### config.mk
export PLATFORM = sky130hd
export DESIGN_NAME = lsu_flat
export DESIGN_NICKNAME = d
export VERILOG_FILES = /design/src/rtl/lsu_if.sv /design/src/rtl/lsu.sv /design/src/flat_wrapper.sv
export SDC_FILE = /design/constraint.sdc
export NUM_CORES = 1
export LEC_CHECK = 0
export CORE_MARGIN = 2
export CORE_UTILIZATION = 45
export CTS_CLUSTER_DIAMETER = 150
export DETAILED_ROUTE_END_ITERATION = 10
export MAX_ROUTING_LAYER = met4
export PLACE_DENSITY_LB_ADDON = 0.12
export SYNTH_ARGS = -nofsm -noshare
export SYNTH_HDL_FRONTEND = slang
export SYNTH_SLANG_ARGS = --single-unit
### constraint.sdc
create_clock -name clk -period 5.2 [get_ports clk]
set_clock_uncertainty 0.15 [all_clocks]
set_input_delay 1.04 -clock clk [delete_from_list [all_inputs] [get_ports clk]]
set_output_delay 1.04 -clock clk [all_outputs]
set_load 0.02 [all_outputs]
### src/rtl/lsu_if.sv
// ----------------------------------------------------------------------------
// lsu_if: bundle of every handshake and bus signal around the load/store unit.
//
//   EXU request   : in_valid, in_ready, in_wen, in_size, in_sext, in_addr,
//                   in_wdata
//   WBU response  : out_valid, out_ready, out_rdata, out_err
//   Memory port   : mem_valid, mem_raddr, mem_rdata, mem_wen, mem_waddr,
//                   mem_wdata, mem_wmask
//
// Modports:
//   slave  - the LSU itself (consumes requests, produces responses and
//            drives the memory port).
//   master - the surroundings: EXU, WBU and the memory model.
//
// Handshake rule (both in_* and out_* channels): a transfer happens on a
// rising clock edge where valid and ready are both high. Once raised, a
// valid holds its payload stable until that edge. Ready never depends
// combinationally on valid.
// ----------------------------------------------------------------------------
interface lsu_if;
    logic        in_valid;
    logic        in_ready;
    logic        in_wen;
    logic [1:0]  in_size;
    logic        in_sext;
    logic [31:0] in_addr;
    logic [31:0] in_wdata;

    logic        out_valid;
    logic        out_ready;
    logic [31:0] out_rdata;
    logic        out_err;

    logic        mem_valid;
    logic [31:0] mem_raddr;
    logic [31:0] mem_rdata;
    logic        mem_wen;
    logic [31:0] mem_waddr;
    logic [31:0] mem_wdata;
    logic [7:0]  mem_wmask;

    modport slave (
        input  in_valid, in_wen, in_size, in_sext, in_addr, in_wdata,
        output in_ready,
        output out_valid, out_rdata, out_err,
        input  out_ready,
        output mem_valid, mem_raddr, mem_wen, mem_waddr, mem_wdata, mem_wmask,
        input  mem_rdata
    );

    modport master (
        output in_valid, in_wen, in_size, in_sext, in_addr, in_wdata,
        input  in_ready,
        input  out_valid, out_rdata, out_err,
        output out_ready,
        input  mem_valid, mem_raddr, mem_wen, mem_waddr, mem_wdata, mem_wmask,
        output mem_rdata
    );
endinterface

### src/rtl/lsu.sv
// ----------------------------------------------------------------------------
// lsu: load/store unit. Takes one load or store at a time from EXU, issues a
// single-cycle request on the synchronous memory port, aligns store data and
// builds the byte mask, extends load data, and holds the result for WBU until
// it is taken.
//
// Ports:
//   clk          in   rising-edge clock
//   rst_n        in   asynchronous, active-low reset
//   bus          lsu_if.slave  EXU request, WBU response and memory port
//   o_dbg_state  out  current FSM state (IDLE=0, REQ=1, WAIT=2, RESP=3)
//
// Optional feature macro: LSU_MISALIGN_CHECK_EN
//   defined   - misaligned half/word accesses skip memory and complete with
//               out_err=1, out_rdata=0.
//   undefined - no check; out_err is tied 0 and misaligned accesses are
//               issued with lanes beyond byte 3 dropped.
// ----------------------------------------------------------------------------
module lsu (
    input  logic        clk,
    input  logic        rst_n,
    lsu_if.slave        bus,
    output logic [1:0]  o_dbg_state
);

    typedef enum logic [1:0] {
        ST_IDLE = 2'd0,
        ST_REQ  = 2'd1,
        ST_WAIT = 2'd2,
        ST_RESP = 2'd3
    } state_t;

    state_t      r_state;
    state_t      w_next;

    logic        r_wen;
    logic [1:0]  r_size;
    logic        r_sext;
    logic [31:0] r_addr;
    logic [31:0] r_wdata;
    logic [31:0] r_rdata;

    logic        w_accept;
    logic        w_misalign;
    logic [4:0]  w_shamt;
    logic [3:0]  w_base_mask;
    logic [3:0]  w_lane_mask;
    logic [31:0] w_shifted;
    logic [31:0] w_load_val;

    assign o_dbg_state = r_state;
    assign w_accept    = (r_state == ST_IDLE) && bus.in_valid;

`ifdef LSU_MISALIGN_CHECK_EN
    // Checked on the incoming request so a bad access can bypass memory.
    always_comb begin
        w_misalign = 1'b0;
        case (bus.in_size)
            2'b00:   w_misalign = 1'b0;
            2'b01:   w_misalign = bus.in_addr[0];
            default: w_misalign = |bus.in_addr[1:0];
        endcase
    end
`else
    assign w_misalign = 1'b0;
`endif

    // ------------------------------------------------------------------
    // FSM state register
    // ------------------------------------------------------------------
    always_ff @(posedge clk or negedge rst_n) begin
        if (!rst_n) begin
            r_state <= ST_IDLE;
        end else begin
            r_state <= w_next;
        end
    end

    // ------------------------------------------------------------------
    // Lane alignment helpers (all relative to the latched request)
    // ------------------------------------------------------------------
    assign w_shamt = {r_addr[1:0], 3'b000};

    always_comb begin
        w_base_mask = 4'b1111;
        case (r_size)
            2'b00:   w_base_mask = 4'b0001;
            2'b01:   w_base_mask = 4'b0011;
            default: w_base_mask = 4'b1111;
        endcase
    end

    // Shift stays 4 bits wide, so lanes past byte 3 fall off.
    assign w_lane_mask = w_base_mask << r_addr[1:0];

    assign w_shifted = bus.mem_rdata >> w_shamt;

    always_comb begin
        w_load_val = w_shifted;
        case (r_size)
            2'b00:   w_load_val = {{24{r_sext & w_shifted[7]}},  w_shifted[7:0]};
            2'b01:   w_load_val = {{16{r_sext & w_shifted[15]}}, w_shifted[15:0]};
            default: w_load_val = w_shifted;
        endcase
    end

    // ------------------------------------------------------------------
    // FSM next state and outputs
    // ------------------------------------------------------------------
    always_comb begin
        w_next        = r_state;
        bus.in_ready  = 1'b0;
        bus.out_valid = 1'b0;
        bus.mem_valid = 1'b0;
        bus.mem_wen   = 1'b0;
        bus.mem_raddr = 32'h0;
        bus.mem_waddr = 32'h0;
        bus.mem_wdata = 32'h0;
        bus.mem_wmask = 8'h00;
        case (r_state)
            ST_IDLE: begin
                // Gated by rst_n so ready is low for the whole reset pulse.
                bus.in_ready = rst_n;
                if (bus.in_valid) begin
                    w_next = w_misalign ? ST_RESP : ST_REQ;
                end
            end
            ST_REQ: begin
                bus.mem_valid = 1'b1;
                bus.mem_wen   = r_wen;
                bus.mem_raddr = {r_addr[31:2], 2'b00};
                bus.mem_waddr = {r_addr[31:2], 2'b00};
                bus.mem_wdata = r_wdata << w_shamt;
                bus.mem_wmask = {4'b0000, w_lane_mask};
                w_next        = r_wen ? ST_RESP : ST_WAIT;
            end
            ST_WAIT: begin
                w_next = ST_RESP;
            end
            ST_RESP: begin
                bus.out_valid = 1'b1;
                if (bus.out_ready) begin
                    w_next = ST_IDLE;
                end
            end
            default: begin
                w_next = ST_IDLE;
            end
        endcase
    end

    // ------------------------------------------------------------------
    // Request latch and result register
    // ------------------------------------------------------------------
    always_ff @(posedge clk or negedge rst_n) begin
        if (!rst_n) begin
            r_wen   <= 1'b0;
            r_size  <= 2'b00;
            r_sext  <= 1'b0;
            r_addr  <= 32'h0;
            r_wdata <= 32'h0;
            r_rdata <= 32'h0;
        end else begin
            if (w_accept) begin
                r_wen   <= bus.in_wen;
                r_size  <= bus.in_size;
                r_sext  <= bus.in_sext;
                r_addr  <= bus.in_addr;
                r_wdata <= bus.in_wdata;
                // Stores and rejected accesses report zero data.
                r_rdata <= 32'h0;
            end
            if (r_state == ST_WAIT) begin
                r_rdata <= w_load_val;
            end
        end
    end

    assign bus.out_rdata = r_rdata;

`ifdef LSU_MISALIGN_CHECK_EN
    logic r_err;

    always_ff @(posedge clk or negedge rst_n) begin
        if (!rst_n) begin
            r_err <= 1'b0;
        end else if (w_accept) begin
            r_err <= w_misalign;
        end else if ((r_state == ST_RESP) && bus.out_ready) begin
            r_err <= 1'b0;
        end
    end

    assign bus.out_err = r_err;
`else
    assign bus.out_err = 1'b0;
`endif

endmodule

### src/flat_wrapper.sv
// flat-port wrapper written by rule: the top's interface ports become plain ports
module lsu_flat 
  (clk, rst_n, o_dbg_state, bus_in_valid, bus_in_wen, bus_in_size, bus_in_sext, bus_in_addr, bus_in_wdata, bus_in_ready, bus_out_valid, bus_out_rdata, bus_out_err, bus_out_ready, bus_mem_valid, bus_mem_raddr, bus_mem_wen, bus_mem_waddr, bus_mem_wdata, bus_mem_wmask, bus_mem_rdata);
  lsu_if bus_i ();
  input  logic clk;
  input  logic rst_n;
  output logic [1:0] o_dbg_state;
  input wire logic [$bits(bus_i.in_valid)-1:0] bus_in_valid;
  input wire logic [$bits(bus_i.in_wen)-1:0] bus_in_wen;
  input wire logic [$bits(bus_i.in_size)-1:0] bus_in_size;
  input wire logic [$bits(bus_i.in_sext)-1:0] bus_in_sext;
  input wire logic [$bits(bus_i.in_addr)-1:0] bus_in_addr;
  input wire logic [$bits(bus_i.in_wdata)-1:0] bus_in_wdata;
  output wire logic [$bits(bus_i.in_ready)-1:0] bus_in_ready;
  output wire logic [$bits(bus_i.out_valid)-1:0] bus_out_valid;
  output wire logic [$bits(bus_i.out_rdata)-1:0] bus_out_rdata;
  output wire logic [$bits(bus_i.out_err)-1:0] bus_out_err;
  input wire logic [$bits(bus_i.out_ready)-1:0] bus_out_ready;
  output wire logic [$bits(bus_i.mem_valid)-1:0] bus_mem_valid;
  output wire logic [$bits(bus_i.mem_raddr)-1:0] bus_mem_raddr;
  output wire logic [$bits(bus_i.mem_wen)-1:0] bus_mem_wen;
  output wire logic [$bits(bus_i.mem_waddr)-1:0] bus_mem_waddr;
  output wire logic [$bits(bus_i.mem_wdata)-1:0] bus_mem_wdata;
  output wire logic [$bits(bus_i.mem_wmask)-1:0] bus_mem_wmask;
  input wire logic [$bits(bus_i.mem_rdata)-1:0] bus_mem_rdata;
  assign bus_i.in_valid = bus_in_valid;
  assign bus_i.in_wen = bus_in_wen;
  assign bus_i.in_size = bus_in_size;
  assign bus_i.in_sext = bus_in_sext;
  assign bus_i.in_addr = bus_in_addr;
  assign bus_i.in_wdata = bus_in_wdata;
  assign bus_in_ready = bus_i.in_ready;
  assign bus_out_valid = bus_i.out_valid;
  assign bus_out_rdata = bus_i.out_rdata;
  assign bus_out_err = bus_i.out_err;
  assign bus_i.out_ready = bus_out_ready;
  assign bus_mem_valid = bus_i.mem_valid;
  assign bus_mem_raddr = bus_i.mem_raddr;
  assign bus_mem_wen = bus_i.mem_wen;
  assign bus_mem_waddr = bus_i.mem_waddr;
  assign bus_mem_wdata = bus_i.mem_wdata;
  assign bus_mem_wmask = bus_i.mem_wmask;
  assign bus_i.mem_rdata = bus_mem_rdata;
  lsu u_core (.clk(clk), .rst_n(rst_n), .bus(bus_i), .o_dbg_state(o_dbg_state));
endmodule
==> results of run 1 <==
-- sequential cells by signal, summed over array words and instances (netlist names) --
signal	cells
u_core.o_dbg_state	2
u_core.r_addr	32
u_core.r_sext	1
u_core.r_wen	1
u_core.r_wdata	32
u_core.bus.out_rdata	32
u_core.r_size	2
-- cells in the final DEF, fill, tap and decap left out, drive strengths merged, types with 2 or more instances in the layout --
cell type and n:
clkdlybuf4s50 236, conb 9, mux2 85, nand2 45, o211a 9, nand3 2
o211ai 18, a21oi 10, a22o 7, mux2i 35, ha 5, o31ai 2
buf 5, clkinv 2, o21ai 24, dfrtp 102, and2 48, inv 6
clkbuf 12, nor2 15, a221o 8
-- path summary, 6_finish.rpt --
kind,from,to,depth (start not counted)
max,u_core.r_addr[1],bus_mem_wdata[1],5
min,u_core.bus.out_rdata[15],u_core.bus.out_rdata[15],1
max reg2reg,u_core.o_dbg_state[0],u_core.bus.out_rdata[29],4
min reg2reg,u_core.bus.out_rdata[15],u_core.bus.out_rdata[15],1
max in group asynchronous,rst_n,u_core.r_addr[0],2
min in group asynchronous,rst_n,u_core.r_addr[11],1
-- per-stage QoR --
step / std cells / area, sq um / hold slack [ns] / total power [mW]
after global placement: 849 / 7780 / 0.329 / 4.21
after CTS: 865 / 8090 / 0.348 / 4.99
after global routing: 865 / 8090 / 0.365 / 5.27
after floorplan: 512 / 5600 / 0.321 / 3.27
after detailed placement: 849 / 7780 / 0.336 / 4.28
final: 865 / 8090 / 0.347 / 4.96
-- logic make-up after synthesis --
| logic type | synth area share, % |
|---|---|
| multiplexers | 23.7 |
| AND/OR/NAND/NOR | 10.4 |
| flip-flops | 45.8 |
| AO/OA/AOI/OAI | 10.7 |
| buffers and inverters | 8.26 |
| adder cells (fa/ha/maj) | 1.12 |
| other | 0.0673 |
-- critical path, delay by kind of cell, from the launching register on --
kind | cells | cell delay, ns
and+or+nand+nor | 3 | 0.89
DFF | 1 | 1.03
buffers and inverters | 2 | 0.76
-- area by class of cell --
class                   instances  share of cell area, %
flip-flops and latches        102                   31.6
inverters                       5                  0.232
clock buffers                  12                   3.17
clock inverters                 4                  0.649
repair buffers                241                   29.7
multi-input cells             333                   32.1
well taps                     168                   2.60
-- layer usage --
| metal | vias to the layer above | track usage [%] |
|---|---|---|
| li1 | 2099 | - |
| met1 | 2192 | 28.3 |
| met4 | 0 | 7.71 |
| met2 | 200 | 38.7 |
| met5 | - | - |
| met3 | 22 | 4.90 |
-- power by group through the flow --
stage,combinational (mW),clock (mW),sequential [mW]
2_1_floorplan,1.81,0,1.46
3_3_place_gp,2.74,0,1.47
3_5_place_dp,2.78,0,1.49
4_1_cts,2.80,0.713,1.48
5_1_grt,2.98,0.748,1.54
6_report,2.77,0.698,1.48
==> flow_summary.yaml, run 1 <==
power_and_ir_drop:
  p_switching_mw: 1.98
  p_clk_share_pct: 14.1
  pwr-share-seq_pct: 29.9
  combPwrFrac_pct: 56.0
  vdd_drop_max_v: 0.000285
  p_sw_share_pct: 40.0
  p_int_mw: 2.97
  p_leak_nw: 3.44
  powerDensity_mw_per_mm2: 612
critical_path:
  crit_path_max_incr_delay_ns: 1.03
  worstPathArrival_ns: 3.04
  critPathSlowestCell: "dfrtp_2"
  end_kind: "output port"
  critPathRequiredTime_ns: 4.01
  rrSetupSlack_ns: 2.17
  cp_max_fo: 38
  critPathKind: "reg -> out"
  cp-start-kind: "flip-flop"
  crit_chain: "inv_1 -> nand2_1 -> nor2_1 -> and2_1 -> clkdlybuf4s50_1"
final_layout:
  fill_cells: 953
  antenna-diode-count: 0
  layout-drive-gt1-share_pct: 15.9
  multi_input_area_sq_mm: 0.00260
  num-nets-final: 801
  seq_area_sq_mm: 0.00255
  area_growth_pct: 45.3
  final_util_pct: 67.1
logic_synthesis:
  synth_flop_cell: "dfrtp_1"
  synth_seq_area_share_pct: 45.8
  synthTopCellsByCount: "102 x dfrtp_1, 85 x mux2_2, 48 x and2_1, 45 x nand2_1, 39 x buf_4"
  synth_edf_count: 0
  syn_inst: 504
  yosys.area.top_type: "dfrtp_1"
  synth_most_common_cell: "dfrtp_1"
  async_flop_share_pct: 100
  synth_area_sq_mm: 0.00557
  synth_top_area_share_pct: 45.8
  synth.distinct_cells: 35
  ys_top_cells_by_area: "dfrtp_1 46%, mux2_2 17%, mux2i_1 6.1%, and2_1 5.4%, buf_4 5.3%"
  yosysWarnings: 0
  syn_avg_cell_area_sq_um: 11.1
  ys_seq_elements: 102
hold_path:
  min_path_type: "reg -> reg"
placement:
  pre_cts_ws_ns: 1.33
  io_buffers: 237
  place_congestion: 0.839
  hpwl_um: 10800
die:
  start_util_pct: 46.2
  dieArea_sq_mm: 0.0133
  die_w_um: 115
  core_sq_mm: 0.0121
  pin_count: 247
  rows: 40
  die_h_um: 115
grt:
  grt_pass1_vias: 4623
  grt_max_degree: 81
  grt_antenna_before_repair: 0
  grt_use_total_pct: 23.3
  overflow: 0
  grt_pass1_wl_um: 23500
clock_network:
  cts_buffer_depth: 2
  cts_tree: "built"
  worstSkewPairLatency_ns: 0.34
  cts_resized: 0
  clkSinkCount: 102
  clk_pin_slew_ns: 0.07
  cts_buffers: 9
  root_buffer: "clkbuf_16"
  postCtsHoldBufs: 0
  htree_levels: 3
  post_cts_buffers: 0
timing:
  fmax_mhz: 237
  slew_viol_final: 0
  rsz0062_at_grt: "no"
  setup_ws_ns: 0.973
  tns_ns: 0
  finalHoldViolations: 0
  setup_viol: 0
  worst_slew_pin_slew_ns: 1.36
  period_share_pct: 81.3
  period_needed_ns: 4.23
  slew_headroom_pct: 7.91
drt:
  drc: 0
  wl_met2_um: 7460
  drt_wl_total_um: 15100
  wl_met3_um: 1040
  drt_pass1_iterations: 5
  wl_met1_um: 6310
  wl_per_cell_um: 17.5
  via_per_inst: 5.22
  vias: 4513
  antenna_left: 0
  topRoutingLayerUsed: "met4"
  drtIter0Drc: 354
outcome:
  status: "completed"
flow_run:
  drv_cap: 0
No activity file was read; power rests on OpenSTA's default activity.
==> run 2: changes to the inputs <==
--- a/config.mk
+++ b/config.mk
@@ -6,7 +6,7 @@
 export NUM_CORES = 1
 export LEC_CHECK = 0
 export CORE_MARGIN = 2
-export CORE_UTILIZATION = 45
+export CORE_UTILIZATION = 43
 export CTS_CLUSTER_DIAMETER = 150
 export DETAILED_ROUTE_END_ITERATION = 10
 export MAX_ROUTING_LAYER = met4
==> constraint.sdc (replaced) <==
create_clock -name clk -period 3.9 [get_ports clk]
set_clock_uncertainty 0.15 [all_clocks]
set_input_delay 0.78 -clock clk [delete_from_list [all_inputs] [get_ports clk]]
set_output_delay 0.78 -clock clk [all_outputs]
set_load 0.02 [all_outputs]
==> run 2 against run 1 <==
Net effect: sequential share of layout area fell by 0.30 points; flip-flop and latch count unchanged; design area is 0.96% higher; non-clock buffer count increased by 7; count of clock-buffer cells in the layout unchanged; largest power group unchanged; register-to-register slack worse by 0.80 ns; setup slack got worse by 0.61 ns; wire length grew 2.8%; highest routed layer unchanged; combinational power rose by 39%; utilization shrank 2.4 points; first-iteration DRC count increased by 3.7%.
==> flow_summary.yaml, run 2 (same netlist as run 1, synthesis figures left out) <==
drt:
  drc: 0
  drt_pass1_iterations: 5
  antenna_left: 0
  drt_wl_total_um: 15500
  wl_per_cell_um: 17.7
  vias: 4556
  via_per_inst: 5.20
  drtIter0Drc: 367
die:
  core_sq_mm: 0.0126
  dieArea_sq_mm: 0.0139
  die_w_um: 118
  pin_count: 247
  die_h_um: 118
  rows: 41
  start_util_pct: 44.2
grt:
  overflow: 0
  grt_use_total_pct: 22.9
  grt_antenna_before_repair: 0
  grt_pass1_vias: 4795
  grt_pass1_wl_um: 24700
  grt_max_degree: 59
outcome:
  status: "completed"
timing:
  slew_viol_final: 0
  finalHoldViolations: 0
  setup_ws_ns: 0.364
  worst_slew_pin_slew_ns: 1.12
  period_needed_ns: 3.54
  period_share_pct: 90.7
  rsz0062_at_grt: "no"
  slew_headroom_pct: 25.3
  tns_ns: 0
  setup_viol: 0
  holdWs_ns: 0.349
  fmax_mhz: 283
power_and_ir_drop:
  powerDensity_mw_per_mm2: 821
  p_leak_nw: 3.49
  p_int_mw: 4.03
  pwr-share-seq_pct: 28.3
  p_switching_mw: 2.67
  p_sw_share_pct: 39.8
  vdd_drop_max_v: 0.000381
  p_clk_share_pct: 14.5
  combPwrFrac_pct: 57.3
  fin_total_pwr_mw: 6.70
clock_network:
  worstSkewPairLatency_ns: 0.34
  clkSinkCount: 102
  cts_buffers: 9
  root_buffer: "clkbuf_16"
  htree_levels: 3
  cts_resized: 0
  cts_buffer_depth: 2
  postCtsHoldBufs: 0
  cts_tree: "built"
  clk_pin_slew_ns: 0.07
  post_cts_buffers: 0
critical_path:
  critPathKind: "reg -> out"
  end_kind: "output port"
  crit_buf_inv: 3
  cp_max_fo: 10
  worstPathArrival_ns: 2.61
  crit_path_max_incr_delay_ns: 0.60
  crit_family: "buffers and inverters"
  crit_chain: "inv_1 -> ha_1 -> nand2_1 -> buf_4 -> nor2_1 -> and2_1 -> clkdlybuf4s50_1"
  critPathSlowestCell: "clkdlybuf4s50_1"
  critPathRequiredTime_ns: 2.97
  cp-start-kind: "flip-flop"
placement:
  dp_cells: 860
  place_congestion: 0.882
  postPlaceCellArea_sq_mm: 0.00785
  io_buffers: 237
  hpwl_um: 11200
  pre_cts_ws_ns: 0.671
final_layout:
  area_growth_pct: 46.6
  instances_no_fill: 876
  layout_common_cells: "236 x clkdlybuf4s50_1, 100 x dfrtp_1, 85 x mux2_2"
  final_common_cell: "clkdlybuf4s50_1"
  layout-drive-gt1-share_pct: 16.6
  final_util_pct: 64.7
  fill_cells: 1021
  num-nets-final: 808
  antenna-diode-count: 0
  fin_area_sq_mm: 0.00817
flow_run:
  drv_cap: 0
hold_path:
  min_path_type: "reg -> reg"
run 2: changes by cell type in the layout (fill, tap and decap cells not counted), sizes merged:
cell | previous run | this run
bufinv | 1 | 2
inv | 6 | 5
buf | 5 | 12
run 2: cell type report:
type	count	area (sq um)	share of cell area, %
sequential	102	2550	31.3
clock inverter	4	70.1	0.858
multi-input combinational	333	2600	31.8
timing repair buffer	248	2460	30.2
inverter	5	18.8	0.230
tap	172	215	2.63
clock buffer	12	246	3.02
run 2: worst paths after layout:
| check | end | slack [ns] | cells after the start | start |
|---|---|---|---|---|
| worst min-delay path | u_core.bus.out_rdata[15] | 0.35 | 1 | u_core.bus.out_rdata[15] |
| worst max-delay path | bus_mem_wdata[1] | 0.36 | 7 | u_core.o_dbg_state[1] |
| min in group asynchronous | u_core.bus.out_rdata[22] | 0.39 | 2 | rst_n |
| worst min register to register | u_core.bus.out_rdata[15] | 0.35 | 1 | u_core.bus.out_rdata[15] |
| worst max register to register | u_core.bus.out_rdata[9] | 1.37 | 6 | u_core.o_dbg_state[0] |
| max in group asynchronous | u_core.r_addr[1] | 1.99 | 3 | rst_n |
run 2: power groups by stage:
stage,sequential (mW),combinational [mW],clock [mW]
2_1_floorplan,1.95,2.42,0
3_3_place_gp,1.88,3.79,0
3_5_place_dp,1.91,3.84,0
4_1_cts,1.89,3.87,0.992
5_1_grt,1.96,4.11,1.03
6_report,1.90,3.84,0.970
run 2: routing by layer:
layer  vias up  wire length (um)  GRT usage (%)
li1       2109                 -              -
met3        33              1050           5.52
met2       201              7460           36.4
met4         0               407           9.49
met1      2213              6630           27.9
met5         -                 0              -
run 2: worst reg2reg max path: stages, from the launching register on:
cell and delay, ns:
dfrtp_1 0.44, inv_1 0.13, ha_1 0.67, nand2_1 0.15, or3_1 0.33, o211ai_1 0.35, a22o_1 0.24
